**src/rtl/seq_chunk_adder.sv**
```systemverilog
// seq_chunk_adder: multi-cycle adder/subtractor. Each RUN cycle ripples one
// CHUNK-bit slice through a row of full adders, and the carry is registered
// between slices. One operation takes N = WIDTH/CHUNK RUN cycles.
//
// Optional feature macro: ADDER_OVF_EN (adds the signed-overflow output ovf).
//
// Ports:
//   clk, rst_n        clock, asynchronous active-low reset
//   in_valid/in_ready operand handshake (in_ready decoded from state)
//   a, b, cin, sub    operands, carry/borrow-in, 0=add 1=subtract
//   out_valid/out_ready result handshake (out_valid decoded from state)
//   sum, carry        result and carry-out (for sub: 1 = no borrow)
//   ovf               signed overflow (ADDER_OVF_EN only)

module seq_chunk_fa (
    input  logic x,
    input  logic y,
    input  logic ci,
    output logic s,
    output logic co
);
    assign s  = x ^ y ^ ci;
    assign co = (x & y) | (ci & (x ^ y));
endmodule

module seq_chunk_adder #(
    parameter int WIDTH = 16,
    parameter int CHUNK = 4
) (
    input  logic             clk,
    input  logic             rst_n,
    input  logic             in_valid,
    output logic             in_ready,
    input  logic [WIDTH-1:0] a,
    input  logic [WIDTH-1:0] b,
    input  logic             cin,
    input  logic             sub,
    output logic             out_valid,
    input  logic             out_ready,
    output logic [WIDTH-1:0] sum,
    output logic             carry
`ifdef ADDER_OVF_EN
    ,
    output logic             ovf
`endif
);
    localparam int N  = WIDTH / CHUNK;
    localparam int KW = (N > 1) ? $clog2(N) : 1;
    localparam logic [KW-1:0] K_LAST = KW'(N - 1);

    generate
        if (CHUNK < 1 || CHUNK > WIDTH || (WIDTH % CHUNK) != 0) begin : g_bad_cfg
            $error("seq_chunk_adder: WIDTH must be a non-zero multiple of CHUNK");
        end
    endgenerate

    typedef enum logic [1:0] {IDLE, RUN, DONE} state_t;

    state_t           state;
    logic [KW-1:0]    k;
    // Operands shift right one slice per RUN cycle so the active slice is
    // always in the low CHUNK bits. b_r holds b already inverted for subtract.
    logic [WIDTH-1:0] a_r;
    logic [WIDTH-1:0] b_r;
    logic             c_r;

    logic [CHUNK:0]   ch;
    logic [CHUNK-1:0] sl;
    logic [WIDTH+CHUNK-1:0] sum_cat;
    logic [WIDTH+CHUNK-1:0] sum_sh;

    assign ch[0] = c_r;

    seq_chunk_fa u_fa [CHUNK-1:0] (
        .x  (a_r[CHUNK-1:0]),
        .y  (b_r[CHUNK-1:0]),
        .ci (ch[CHUNK-1:0]),
        .s  (sl),
        .co (ch[CHUNK:1])
    );

    // New slice enters at the top of sum; after N slices slice 0 sits at bit 0.
    assign sum_cat = {sl, sum};
    assign sum_sh  = sum_cat >> CHUNK;

    assign in_ready  = (state == IDLE);
    assign out_valid = (state == DONE);

    always_ff @(posedge clk or negedge rst_n) begin
        if (!rst_n) begin
            state <= IDLE;
            k     <= '0;
            a_r   <= '0;
            b_r   <= '0;
            c_r   <= 1'b0;
            sum   <= '0;
            carry <= 1'b0;
`ifdef ADDER_OVF_EN
            ovf   <= 1'b0;
`endif
        end else begin
            case (state)
                IDLE: begin
                    if (in_valid) begin
                        a_r   <= a;
                        b_r   <= sub ? ~b : b;
                        c_r   <= sub ? ~cin : cin;
                        k     <= '0;
                        state <= RUN;
                    end
                end
                RUN: begin
                    a_r <= a_r >> CHUNK;
                    b_r <= b_r >> CHUNK;
                    c_r <= ch[CHUNK];
                    sum <= sum_sh[WIDTH-1:0];
                    k   <= k + KW'(1);
                    if (k == K_LAST) begin
                        carry <= ch[CHUNK];
`ifdef ADDER_OVF_EN
                        // carry into MSB xor carry out of MSB
                        ovf   <= ch[CHUNK] ^ ch[CHUNK-1];
`endif
                        state <= DONE;
                    end
                end
                DONE: begin
                    if (out_ready) state <= IDLE;
                end
                default: state <= IDLE;
            endcase
        end
    end
endmodule

```
**config.mk**
```make
export PLATFORM = sky130hd
export DESIGN_NAME = seq_chunk_adder
export DESIGN_NICKNAME = d
export VERILOG_FILES = /design/src/rtl/seq_chunk_adder.sv
export SDC_FILE = /design/constraint.sdc
export NUM_CORES = 1
export LEC_CHECK = 0
export ABC_CLOCK_PERIOD_IN_PS = 6200
export BUFFER_PORTS_ARGS = -buffer_cell sky130_fd_sc_hd__buf_2
export CAP_MARGIN = 20
export CORE_MARGIN = 2
export CORE_UTILIZATION = 40
export CTS_CLUSTER_SIZE = 16
export DETAILED_ROUTE_END_ITERATION = 10
export MAX_ROUTING_LAYER = met4
export PLACE_DENSITY = 0.63
export SYNTH_ARGS = -nofsm -noshare
export SYNTH_HDL_FRONTEND = slang
export SYNTH_SLANG_ARGS = --single-unit
```
**constraint.sdc**
```tcl
create_clock -name clk -period 6.2 [get_ports clk]
set_input_delay 0.93 -clock clk [delete_from_list [all_inputs] [get_ports clk]]
set_output_delay 0.93 -clock clk [all_outputs]
set_load 0.005 [all_outputs]
```
==> results.py <==
metrics = {
    "finish": {
        "final_util_pct": 48.57,
        "area_growth_pct": 16.01,
        "n_fill_cell": 633,
        "nNetsFinal": 369,
        "drive_above_1_share_pct": 23.55,
        "multi_input_area_um2": 1191,
        "antennaDiodeCount": 0,
        "final-seq-area_um2": 1351,
    },
    "clock_network": {
        "cts_resized": 0,
        "cts.sinks": 54,
        "clock_path_buffers": 2,
        "clkTransAtPathRegs_ns": 0.09,
        "holdBufCountCts": 0,
        "clockRootBuffer": "clkbuf_8",
        "clock_latency_ns": 0.30,
        "postCtsSetupRepairBufs": 0,
        "numCtsBuffers": 5,
        "htree_levels": 2,
        "cts_tree": "yes",
    },
    "floorplanning": {
        "rows": 29,
        "die_area_um2": 7394,
        "start_util_pct": 41.87,
        "io_pins": 57,
        "core-area_um2": 6422,
        "die_h_um": 85.99,
        "die_x_um": 85.99,
    },
    "synthesis": {
        "ys_ff_latch": 54,
        "synth_commonest_cells": "nand2_1, dfrtp_1, o21ai_0, a22oi_1",
        "yosysMostFrequentCell": "nand2_1",
        "synth_edf_count": 0,
        "syn-cell-area_um2": 2689,
        "synth_nets": 323,
        "synth_ff_type": "dfrtp_1",
        "synth_cell_types": 31,
        "ys_warn_count": 0,
        "yosys.area.top_type": "dfrtp_1",
        "synthArstFlopShare_pct": 100.0,
        "synth_top_area_share_pct": 50.26,
        "syn-mean-instance-area_um2": 9.603,
        "synthTopCellsByArea": "dfrtp_1, nand2_1, xnor2_1, o21ai_0, a22oi_1",
        "synth_seq_area_share_pct": 50.26,
        "postSynthCellCount": 280,
    },
    "sta": {
        "fmax_mhz": 423.1,
        "relSlewSlack_pct": 40.76,
        "finClkSkew_ns": 0.008309,
        "drv_slew": 0,
        "finalSetupViolCount": 0,
        "hold_violations": 0,
        "rsz0062_at_grt": "false",
        "fin_crit_ns": 2.363,
        "worst_pin_slew_ns": 0.8868,
        "hold-worst-slack_ns": 0.4838,
        "final.period_utilization_pct": 38.12,
        "final.setup.tns_ns": 0,
        "fin_ws_ns": 3.837,
    },
    "job": {
        "cap_violations": 0,
    },
    "placed_design": {
        "place_hpwl_mm": 3.657,
        "port_buffers": 56,
        "place.gp.congestion": 0.7556,
        "preCtsSetupSlack_ns": 3.832,
    },
    "hold_path": {
        "hold_class": "flip-flop to flip-flop",
        "hp-start": "sum[1]$_DFFE_PN0P_",
        "hold_end": "sum[1]$_DFFE_PN0P_",
        "whs_path_depth": 2,
    },
    "detailed_routing": {
        "drtAntennaViolNets": 0,
        "drc_errors": 0,
        "routed_wirelength_mm": 5.608,
        "post_drt_wl_per_cell_um": 13.88,
        "vias_per_cell": 5.097,
        "drt_first_pass_iters": 4,
        "vias": 2059,
        "first_iter_violations": 129,
    },
    "setup_path": {
        "worst-path-max-fanout": 26,
        "critPathSlowestCell": "dfrtp_1",
        "rr_endpoint": "sum[15]$_DFFE_PN0P_",
        "reg2reg_from": "b_r[0]$_DFFE_PN0P_",
        "worstPathRequired_ns": 5.27,
        "rr_worst_depth": 8,
        "regToRegSetupSlack_ns": 4.03,
        "slowest_delay_ns": 0.49,
        "crit_path_end_kind": "primary output",
        "crit_path_start_kind": "flip-flop",
        "criticalPathCategory": "flip-flop to primary output",
        "crit_chain": "buf_4, nand2b_1, inv_1, buf_2",
        "cp.arrival_ns": 1.43,
    },
    "grt": {
        "antenna_found_initial": 0,
        "grt_first_pass_wirelength_mm": 9.991,
        "grt_use_total_pct": 17.32,
        "grt_overflow": 0,
        "grt.met3_usage_pct": 3.561,
        "met1_usage_pct": 24.80,
        "busiest_layer": "met2",
        "grt_max_degree": 55,
        "first_global_vias": 2026,
        "grtUsageMet2_pct": 25.86,
    },
    "pwr": {
        "power_mw": 1.395,
        "p_per_area_nw_per_um2": 447.2,
        "vdd_drop_max_mv": 0.1427,
        "power_leakage_nw": 1.495,
    },
    "outcome": {
        "outcome": "finished, final reports clean",
    },
}
per-stage QoR:
stage	std cells	instance area (um2)
global placement	394	2975
floorplan	280	2689
global route	404	3119
detailed placement	395	2987
CTS	403	3092
finish	404	3119
per-layer routing:
layer | vias up | share of wire, % | wire, um
li1 | 1028 | - | -
met1 | 972 | 49 | 2763
met2 | 55 | 46 | 2571
met3 | 4 | 4.2 | 235
met4 | 0 | 0.68 | 38
met5 | - | 0 | 0
layout by cell type, fill, tap and decap left out:
| cell type | synthesis | final |
|---|---|---|
| o21ai_0 | 26 | 26 |
| o221ai_2 | 4 | 4 |
| clkinv_4 | 0 | 1 |
| nor2b_1 | 15 | 15 |
| a21oi_1 | 14 | 14 |
| o211ai_2 | 4 | 4 |
| a22o_1 | 1 | 1 |
| xor2_1 | 2 | 2 |
| dfrtp_1 | 54 | 54 |
| a221o_1 | 2 | 2 |
| xnor2_1 | 15 | 15 |
| buf_2 | 9 | 56 |
| o221ai_1 | 2 | 2 |
| a211o_1 | 1 | 1 |
| nand2b_1 | 2 | 2 |
| fa_1 | 4 | 4 |
| clkbuf_8 | 0 | 7 |
| buf_16 | 0 | 1 |
| nand3b_1 | 1 | 1 |
| o21bai_1 | 1 | 1 |
| nor2_1 | 6 | 6 |
| inv_1 | 9 | 9 |
| buf_4 | 1 | 3 |
| or3b_1 | 1 | 1 |
| buf_6 | 2 | 1 |
| mux2i_1 | 1 | 1 |
| a2bb2oi_1 | 2 | 2 |
| a22oi_1 | 16 | 16 |
| and2b_1 | 1 | 1 |
| ha_1 | 1 | 1 |
| nand2_1 | 71 | 71 |
| o21ai_1 | 2 | 2 |
state kept, by name, indices dropped and copies added, names as in the netlist:
signal and count:
a_r 16, b_r 16, c_r 1, carry 1, k 2, state 2, sum 16
final cells by class:
| type | count | share of cell area (%) |
|---|---|---|
| timing repair buffer | 61 | 10.95 |
| clock inverter | 1 | 0.2808 |
| tap | 77 | 3.089 |
| multi-input combinational | 195 | 38.19 |
| clock buffer | 7 | 3.089 |
| inverter | 9 | 1.083 |
| sequential | 54 | 43.32 |
cell families after synthesis:
group,count (synthesis),share of synthesized area (%)
adders and majority gates,5,3.444
muxes,1,0.3723
xor gates and xnor gates,17,5.538
AOI/OAI and AO/OA,75,19.36
DFF,54,50.26
and+or+nand+nor,97,15.59
buffers and inverters,31,5.444
worst max-delay path by stage:
stage                    startpoint             endpoint  slack [ns]  depth (start not counted)
4_1_cts        state[0]$_DFFE_PN0P_            out_valid        3.80                          4
3_3_place_gp               in_valid   a_r[9]$_DFFE_PN0P_        3.52                          4
6_report       state[0]$_DFFE_PN0P_            out_valid        3.84                          4
5_1_grt        state[0]$_DFFE_PN0P_            out_valid        3.73                          4
2_1_floorplan       c_r$_DFFE_PN0P_  sum[15]$_DFFE_PN0P_        4.16                          8
3_5_place_dp               in_valid  b_r[10]$_DFFE_PN0P_        3.83                          4
worst max-delay path: cells and delay by family, from the launching register on:
kind                   cells  cell delay, ns
and+or+nand+nor            1            0.16
buffers and inverters      3            0.48
DFF                        1            0.49
power by group:
part	switching (mW)	internal [mW]
clock network	0.112	0.103
registers	0.0984	0.498
logic	0.335	0.249
Note: power is estimated with default switching activity, not from simulation.
